File: src/rtl/lib_uart_pkg.sv
`default_nettype none
// ============================================================================
// Module      : lib_uart (package)
// Description : Shared UART types: FSM state encoding and the packed
//               interfaces exchanged with the execute stage and the
//               special-register file.
// Revision    : 1.0 - initial release
// ============================================================================
package lib_uart;

    // Common state encoding for the TX and RX bit-level FSMs.
    typedef enum logic [1:0] {
        IDLE  = 2'd0,
        START = 2'd1,
        DATA  = 2'd2,
        STOP  = 2'd3
    } UART_STATE;

    // Transmit request as produced by the execute stage.
    typedef struct packed {
        logic       w_req;
        logic [7:0] w_data;
    } UART_TX_IF;

    // Receive status as consumed by the special-register file.
    typedef struct packed {
        logic       irr;
        logic [7:0] r_data;
    } UART_RX_IF;

endpackage : lib_uart
`default_nettype wire

File: src/rtl/uart_rx_core.sv
`default_nettype none
// ============================================================================
// Module      : uart_rx_core
// Description : 8N1 receiver: 2-flop synchroniser, bit-timing FSM and
//               LSB-first shift register. Emits a one-cycle valid pulse
//               with the byte when a frame ends with a good stop bit.
// Revision    : 1.0 - initial release
// ============================================================================
module uart_rx_core
    import lib_uart::*;
#(
    parameter int CLKS_PER_BIT = 234
) (
    input  logic       clk,
    input  logic       reset,
    input  logic       i_rx,
    output logic       o_valid,
    output logic [7:0] o_data
);

    localparam int              c_cnt_w = $clog2(CLKS_PER_BIT);
    localparam logic [c_cnt_w-1:0] c_last = c_cnt_w'(CLKS_PER_BIT - 1);
    localparam logic [c_cnt_w-1:0] c_half = c_cnt_w'(CLKS_PER_BIT / 2 - 1);

    logic               r_sync1;
    logic               r_rx_s;
    UART_STATE          r_state;
    UART_STATE          w_state_n;
    logic [c_cnt_w-1:0] r_cnt;
    logic [c_cnt_w-1:0] w_cnt_n;
    logic [2:0]         r_idx;
    logic [2:0]         w_idx_n;
    logic [7:0]         r_shift;
    logic [7:0]         w_shift_n;
    logic               w_valid;

    // Two-flop synchroniser; resets to the idle (high) line level.
    always_ff @(posedge clk) begin
        if (reset) begin
            r_sync1 <= 1'b1;
            r_rx_s  <= 1'b1;
        end else begin
            r_sync1 <= i_rx;
            r_rx_s  <= r_sync1;
        end
    end

    // FSM state, bit-timing counter, bit index and shift register.
    always_ff @(posedge clk) begin
        if (reset) begin
            r_state <= IDLE;
            r_cnt   <= '0;
            r_idx   <= '0;
            r_shift <= '0;
        end else begin
            r_state <= w_state_n;
            r_cnt   <= w_cnt_n;
            r_idx   <= w_idx_n;
            r_shift <= w_shift_n;
        end
    end

    // Next-state logic: start bit checked at its centre, data and stop bits
    // sampled one bit period apart so every sample lands near a bit centre.
    always_comb begin
        w_state_n = r_state;
        w_cnt_n   = r_cnt;
        w_idx_n   = r_idx;
        w_shift_n = r_shift;
        w_valid   = 1'b0;
        case (r_state)
            IDLE: begin
                w_idx_n = '0;
                if (!r_rx_s) begin
                    w_state_n = START;
                    w_cnt_n   = '0;
                end
            end
            START: begin
                if (r_cnt == c_half) begin
                    w_cnt_n   = '0;
                    w_state_n = r_rx_s ? IDLE : DATA;
                end else begin
                    w_cnt_n = r_cnt + 1'b1;
                end
            end
            DATA: begin
                if (r_cnt == c_last) begin
                    w_cnt_n   = '0;
                    w_shift_n = {r_rx_s, r_shift[7:1]};
                    w_idx_n   = r_idx + 1'b1;
                    if (r_idx == 3'd7) begin
                        w_state_n = STOP;
                    end
                end else begin
                    w_cnt_n = r_cnt + 1'b1;
                end
            end
            STOP: begin
                if (r_cnt == c_last) begin
                    // Leave mid-stop-bit so a following start edge is caught.
                    w_cnt_n   = '0;
                    w_valid   = r_rx_s;
                    w_state_n = IDLE;
                end else begin
                    w_cnt_n = r_cnt + 1'b1;
                end
            end
            default: begin
                w_state_n = IDLE;
                w_cnt_n   = '0;
            end
        endcase
    end

    assign o_valid = w_valid;
    assign o_data  = r_shift;

endmodule : uart_rx_core
`default_nettype wire

File: src/rtl/uart_io.sv
`default_nettype none
// ============================================================================
// Module      : uart_io
// Description : Byte-serial UART peripheral for the CPU core. 8N1 transmit
//               FSM, receive path with interrupt flag cleared by ack.
// Revision    : 1.0 - initial release
// ============================================================================
module uart_io
    import lib_uart::*;
#(
    parameter int CLKS_PER_BIT = 234
) (
    input  logic       clk,
    input  logic       reset,
    input  logic       w_req,
    input  logic [7:0] w_data,
    input  logic       ack,
    input  logic       uart_rx,
    output logic       uart_tx,
    output logic       w_busy,
    output logic       irr,
    output logic [7:0] r_data
);

    localparam int              c_cnt_w = $clog2(CLKS_PER_BIT);
    localparam logic [c_cnt_w-1:0] c_last = c_cnt_w'(CLKS_PER_BIT - 1);

    UART_TX_IF          w_tx_if;
    UART_RX_IF          r_rx_if;

    UART_STATE          r_tx_state;
    UART_STATE          w_tx_state_n;
    logic [c_cnt_w-1:0] r_tx_cnt;
    logic [c_cnt_w-1:0] w_tx_cnt_n;
    logic [2:0]         r_tx_idx;
    logic [2:0]         w_tx_idx_n;
    logic [7:0]         r_tx_shift;
    logic [7:0]         w_tx_shift_n;
    logic               w_tx_line_n;
    logic               r_uart_tx;
    logic               r_busy;

    logic               w_rx_valid;
    logic [7:0]         w_rx_byte;

    assign w_tx_if = '{w_req: w_req, w_data: w_data};

    // TX state, counters and registered line/busy outputs.
    always_ff @(posedge clk) begin
        if (reset) begin
            r_tx_state <= IDLE;
            r_tx_cnt   <= '0;
            r_tx_idx   <= '0;
            r_tx_shift <= '0;
            r_uart_tx  <= 1'b1;
            r_busy     <= 1'b0;
        end else begin
            r_tx_state <= w_tx_state_n;
            r_tx_cnt   <= w_tx_cnt_n;
            r_tx_idx   <= w_tx_idx_n;
            r_tx_shift <= w_tx_shift_n;
            r_uart_tx  <= w_tx_line_n;
            r_busy     <= (w_tx_state_n != IDLE);
        end
    end

    // TX next-state: requests are accepted only in IDLE; each bit lasts one
    // full bit period. The line level is decoded from the next state so the
    // output flop changes on the same edge as the state.
    always_comb begin
        w_tx_state_n = r_tx_state;
        w_tx_cnt_n   = r_tx_cnt;
        w_tx_idx_n   = r_tx_idx;
        w_tx_shift_n = r_tx_shift;
        case (r_tx_state)
            IDLE: begin
                if (w_tx_if.w_req) begin
                    w_tx_state_n = START;
                    w_tx_cnt_n   = '0;
                    w_tx_idx_n   = '0;
                    w_tx_shift_n = w_tx_if.w_data;
                end
            end
            START: begin
                if (r_tx_cnt == c_last) begin
                    w_tx_cnt_n   = '0;
                    w_tx_state_n = DATA;
                end else begin
                    w_tx_cnt_n = r_tx_cnt + 1'b1;
                end
            end
            DATA: begin
                if (r_tx_cnt == c_last) begin
                    w_tx_cnt_n   = '0;
                    w_tx_shift_n = {1'b0, r_tx_shift[7:1]};
                    w_tx_idx_n   = r_tx_idx + 1'b1;
                    if (r_tx_idx == 3'd7) begin
                        w_tx_state_n = STOP;
                    end
                end else begin
                    w_tx_cnt_n = r_tx_cnt + 1'b1;
                end
            end
            STOP: begin
                if (r_tx_cnt == c_last) begin
                    w_tx_cnt_n   = '0;
                    w_tx_state_n = IDLE;
                end else begin
                    w_tx_cnt_n = r_tx_cnt + 1'b1;
                end
            end
            default: begin
                w_tx_state_n = IDLE;
                w_tx_cnt_n   = '0;
            end
        endcase

        case (w_tx_state_n)
            START:   w_tx_line_n = 1'b0;
            DATA:    w_tx_line_n = w_tx_shift_n[0];
            default: w_tx_line_n = 1'b1;
        endcase
    end

    uart_rx_core #(
        .CLKS_PER_BIT (CLKS_PER_BIT)
    ) u_rx_core (
        .clk     (clk),
        .reset   (reset),
        .i_rx    (uart_rx),
        .o_valid (w_rx_valid),
        .o_data  (w_rx_byte)
    );

    // Receive flag and data: a completed frame takes priority over ack, and
    // an unread byte is simply overwritten.
    always_ff @(posedge clk) begin
        if (reset) begin
            r_rx_if <= '0;
        end else if (w_rx_valid) begin
            r_rx_if.irr    <= 1'b1;
            r_rx_if.r_data <= w_rx_byte;
        end else if (ack) begin
            r_rx_if.irr <= 1'b0;
        end
    end

    assign uart_tx = r_uart_tx;
    assign w_busy  = r_busy;
    assign irr     = r_rx_if.irr;
    assign r_data  = r_rx_if.r_data;

endmodule : uart_io
`default_nettype wire

File: config.mk
export PLATFORM = sky130hd
export DESIGN_NAME = uart_io
export DESIGN_NICKNAME = d
export VERILOG_FILES = /design/src/rtl/lib_uart_pkg.sv /design/src/rtl/uart_rx_core.sv /design/src/rtl/uart_io.sv
export SDC_FILE = /design/constraint.sdc
export NUM_CORES = 1
export LEC_CHECK = 0
export ABC_AREA = 0
export CORE_AREA = 2 2 89 91
export CTS_CLUSTER_DIAMETER = 100
export DETAILED_ROUTE_END_ITERATION = 10
export DIE_AREA = 0 0 91 93
export PLACE_DENSITY = 0.64
export SYNTH_ARGS = -nofsm -noshare
export SYNTH_HDL_FRONTEND = slang
export SYNTH_HIERARCHICAL = 1
export SYNTH_SLANG_ARGS = --single-unit
File: constraint.sdc
create_clock -name clk -period 3.4 [get_ports clk]
set_clock_uncertainty 0.1 [all_clocks]
set_input_delay 0.68 -clock clk [delete_from_list [all_inputs] [get_ports clk]]
set_output_delay 0.68 -clock clk [all_outputs]
set_load 0.01 [all_outputs]
==> results.md <==
- Average vias per placed instance: 4.89
- Vias after detailed routing: around 1900
- Worst setup path class: in -> reg
- Met2 WL: between 2000 and 2500 um
- Run status: finished clean
- Level count of the clock H-tree: 2
- Clock slew seen by the registers of the worst setup and hold paths: roughly 0.090 ns
- Cell type with the largest total area after synthesis: sky130_fd_sc_hd__dfxtp_1
- Count of max-cap constraint violations: 0
- Placed wire-length estimate: ~3300 um
- Uppermost signal routing layer after detailed routing: met4
- Setup repair after global routing missed its margin: false
- Maximum frequency from static timing analysis: between 400 and 500 MHz
- Drt first pass iters: 4
- Wire length of the first global-routing pass: 8080 um
- Layout area overhead: 15.7%
- Critical Path, Cell by Cell: clkdlybuf4s50_1, nor3b_2, a31oi_1, a221oi_2, o21ai_1
- Number of max-slew violations in the final report: 0
- Largest stage delay on the critical path: just over 0.5 ns
- WP data arrival: between 2 and 3 ns
- Die H: between 90 and 100 um
- All-Layer GR Usage: 0.114
- FFs w/ async S/R, synth: 0
- Count of routing violations after the opening detailed-route iteration: 105
- Top cells by area, synth: sky130_fd_sc_hd__dfxtp_1, sky130_fd_sc_hd__mux2i_1, sky130_fd_sc_hd__nor2_1, sky130_fd_sc_hd__a21oi_1, sky130_fd_sc_hd__ha_1
- Area of the mapped netlist: about 2500 sq um
- Final min period: 2.41 ns
- Mean Syn Cell Area: slightly above 9 sq um
- Count of mapped cells out of synthesis: 278
- Clock tree root driver cell: sky130_fd_sc_hd__clkbuf_8
- Area fraction of the dominant cell type after synthesis: 0.434
- Hold WS: between 0.3 and 0.4 ns
- CTS tree: done
- Fraction of final layout cells with drive strength greater than 1: 0.0743
- Cell with the most instances after synthesis: sky130_fd_sc_hd__dfxtp_1
- Critical-path cell with the highest stage delay: sky130_fd_sc_hd__clkdlybuf4s50_1
- Number of buffers inserted during clock tree synthesis: 5
- Vias in the first global route: approximately 1900
- Setup-failing EPs final: 0
- Number of I/O pins: 24
- Number of synthesized flops with an enable pin: 0
- Final design instance area without fill: about 2900 sq um
- Post-synthesis net count: 300
- Final weighted congestion in routability-driven placement: approximately 0.84
- Final design utilization: 0.390
- Share of the yosys chip area belonging to registers: 0.434
- Power density over the cells: around 400 nW/um^2
- Count of input and output buffers: 23
- Largest buffer count on any clock path: 2
- Leakage power of the design: ~1.0 nW
- Clock insertion delay at the later pin of the skew report: 0.30 ns
- Total overflow reported by the global router: 0
- Max transition margin: 0.290
- Number of clock sinks: 55
- Routed len/inst: 11.8 um
- Post-CTS Setup Inserts: 0
- Actual transition at the worst max-transition pin: 1.06 ns
- DIE AREA: around 8500 sq um
- Hold-fix buffer count after cts: 0
- Std cell rows: 32
- Effective utilization at floorplan: 0.337
- Final WL: 4700 um
- Category of the worst setup path capture point: flip-flop
- VDD IR max: 267 uV
- Antenna cells: 0
- Setup Total Neg Slack: 0 ns
- Count of antenna-violating nets left after detailed routing: 0
- Detail Route met3 WL: 153 um
- Worst hold path type: reg -> reg
- Launching element type of the critical path: input pin
- Hold Fails Final Rpt: 0
- Total Nets Final: approximately 320
- Largest net degree at the start of global routing: 35
- Post-cts gate resize count: 0
- CP bufs+invs: 1
- Routed length on met1: 2390 um
- Die X: roughly 90 um
- Synth Register Bits: 55
- DRC errors left: 0
- Maximum fanout count along the critical path: 13
- Count of yosys warnings during synthesis: 6
- Count of different cell masters after synthesis: between 50 and 60
- Leading cell types by count after synthesis: sky130_fd_sc_hd__dfxtp_1, sky130_fd_sc_hd__nor2_1, sky130_fd_sc_hd__nand2_1
- Final total power: 1.16 mW
- Req. time, crit path: 3.49 ns
- Placed cell areas: approximately 2800 sq um
- Ys flop type: sky130_fd_sc_hd__dfxtp_1
- Antenna violations before repair: 0
- Post-route clock period utilization: 0.710
- Gate family responsible for the most delay along the worst path: compound AO/OA/AOI/OAI gates
- Std-Cell Core Area: 7530 sq um
[report_power, final]
| part | internal [mW] | leakage, nW | total (mW) | switching (mW) |
|---|---|---|---|---|
| clock | 0.185 | 0.0505 | 0.387 | 0.201 |
| combinational | 0.0429 | 0.507 | 0.0933 | 0.0504 |
| sequential | 0.661 | 0.446 | 0.679 | 0.0174 |
| total | 0.890 | 1.00 | 1.16 | 0.269 |
[final timing paths]
path,startpoint,to,slack [ns],cells after the start
max reg2reg,u_rx_core/r_cnt[3],r_data[6],1.06,5
min,u_rx_core/r_sync1,u_rx_core/r_rx_s,0.33,1
max,w_req,uart_tx,0.99,5
min reg2reg,u_rx_core/r_sync1,u_rx_core/r_rx_s,0.33,1
[cells by family (layout without fill, tap and decap cells)]
logic type | after synthesis | count (layout) | synth area share
buf+inv | 23 | 41 | 0.0424
simple gates | 103 | 103 | 0.217
fa+ha+maj | 9 | 9 | 0.0444
compound gates | 65 | 65 | 0.173
xor+xnor | 4 | 4 | 0.0138
mux | 19 | 19 | 0.0749
flops | 55 | 55 | 0.434
[final cells by class]
cell class | count | area [sq um]
flip-flops and latches | 55 | 1100
well taps | 102 | 128
clock inverters | 1 | 7.51
clock buffers | 7 | 96.3
fillers | 781 | 4590
inverters | 8 | 30.0
repair buffers | 25 | 245
multi-input cells | 200 | 1330
[through the flow]
step / worst slack (ns) / cells
CTS: 1.00 / 398
finish: 0.985 / 398
detailed placement: 0.669 / 390
global placement: 0.727 / 390
global route: 0.770 / 398
floorplan: 1.19 / 278
[sequential cells by signal, indices dropped and copies added, names as in the netlist, named ones only]
register,cells
irr,1
r_data,8
r_tx_cnt,8
r_tx_idx,3
r_tx_shift,8
r_tx_state,2
u_rx_core/o_data,8
u_rx_core/r_cnt,8
u_rx_core/r_idx,3
u_rx_core/r_rx_s,1
u_rx_core/r_state,1
u_rx_core/r_sync1,1
uart_tx,1
w_busy,1
[routing by layer]
| metal | vias up | global-route usage |
|---|---|---|
| li1 | 1023 | - |
| met1 | 893 | 0.148 |
| met2 | 28 | 0.191 |
| met3 | 4 | 0.0210 |
| met4 | 0 | 0.0379 |
| met5 | - | 0 |
[cells in the final DEF, fill, tap and decap left out, types with 2 or more instances in the layout]
cell type and count:
sky130_fd_sc_hd__or2_2 2, sky130_fd_sc_hd__nand3b_1 2, sky130_fd_sc_hd__nor3b_1 3, sky130_fd_sc_hd__o221ai_1 2
sky130_fd_sc_hd__a22oi_1 7, sky130_fd_sc_hd__buf_4 2, sky130_fd_sc_hd__clkbuf_8 7, sky130_fd_sc_hd__nor2b_1 4
sky130_fd_sc_hd__nand2_1 26, sky130_fd_sc_hd__nand4_1 2, sky130_fd_sc_hd__nor3_1 2, sky130_fd_sc_hd__ha_1 9
sky130_fd_sc_hd__nand3_1 5, sky130_fd_sc_hd__or3b_4 2, sky130_fd_sc_hd__o21ai_0 8, sky130_fd_sc_hd__a311oi_1 8
sky130_fd_sc_hd__a41oi_1 2, sky130_fd_sc_hd__nand2b_1 6, sky130_fd_sc_hd__and3_1 2, sky130_fd_sc_hd__nor2_1 34
sky130_fd_sc_hd__xnor2_1 2, sky130_fd_sc_hd__and2_1 3, sky130_fd_sc_hd__xor2_1 2, sky130_fd_sc_hd__o22ai_1 2
sky130_fd_sc_hd__inv_1 8, sky130_fd_sc_hd__clkdlybuf4s50_1 23, sky130_fd_sc_hd__a21oi_1 24, sky130_fd_sc_hd__mux2i_1 19
sky130_fd_sc_hd__dfxtp_1 55
[worst register-to-register path, cell delays in order (launching register included)]
cell and delay, ns:
sky130_fd_sc_hd__dfxtp_1 0.43, sky130_fd_sc_hd__or3b_4 0.44, sky130_fd_sc_hd__nor2_1 0.37, sky130_fd_sc_hd__and4_1 0.59
sky130_fd_sc_hd__mux2i_1 0.24, sky130_fd_sc_hd__nor2_1 0.05
Power figures use the tool's default switching activity.
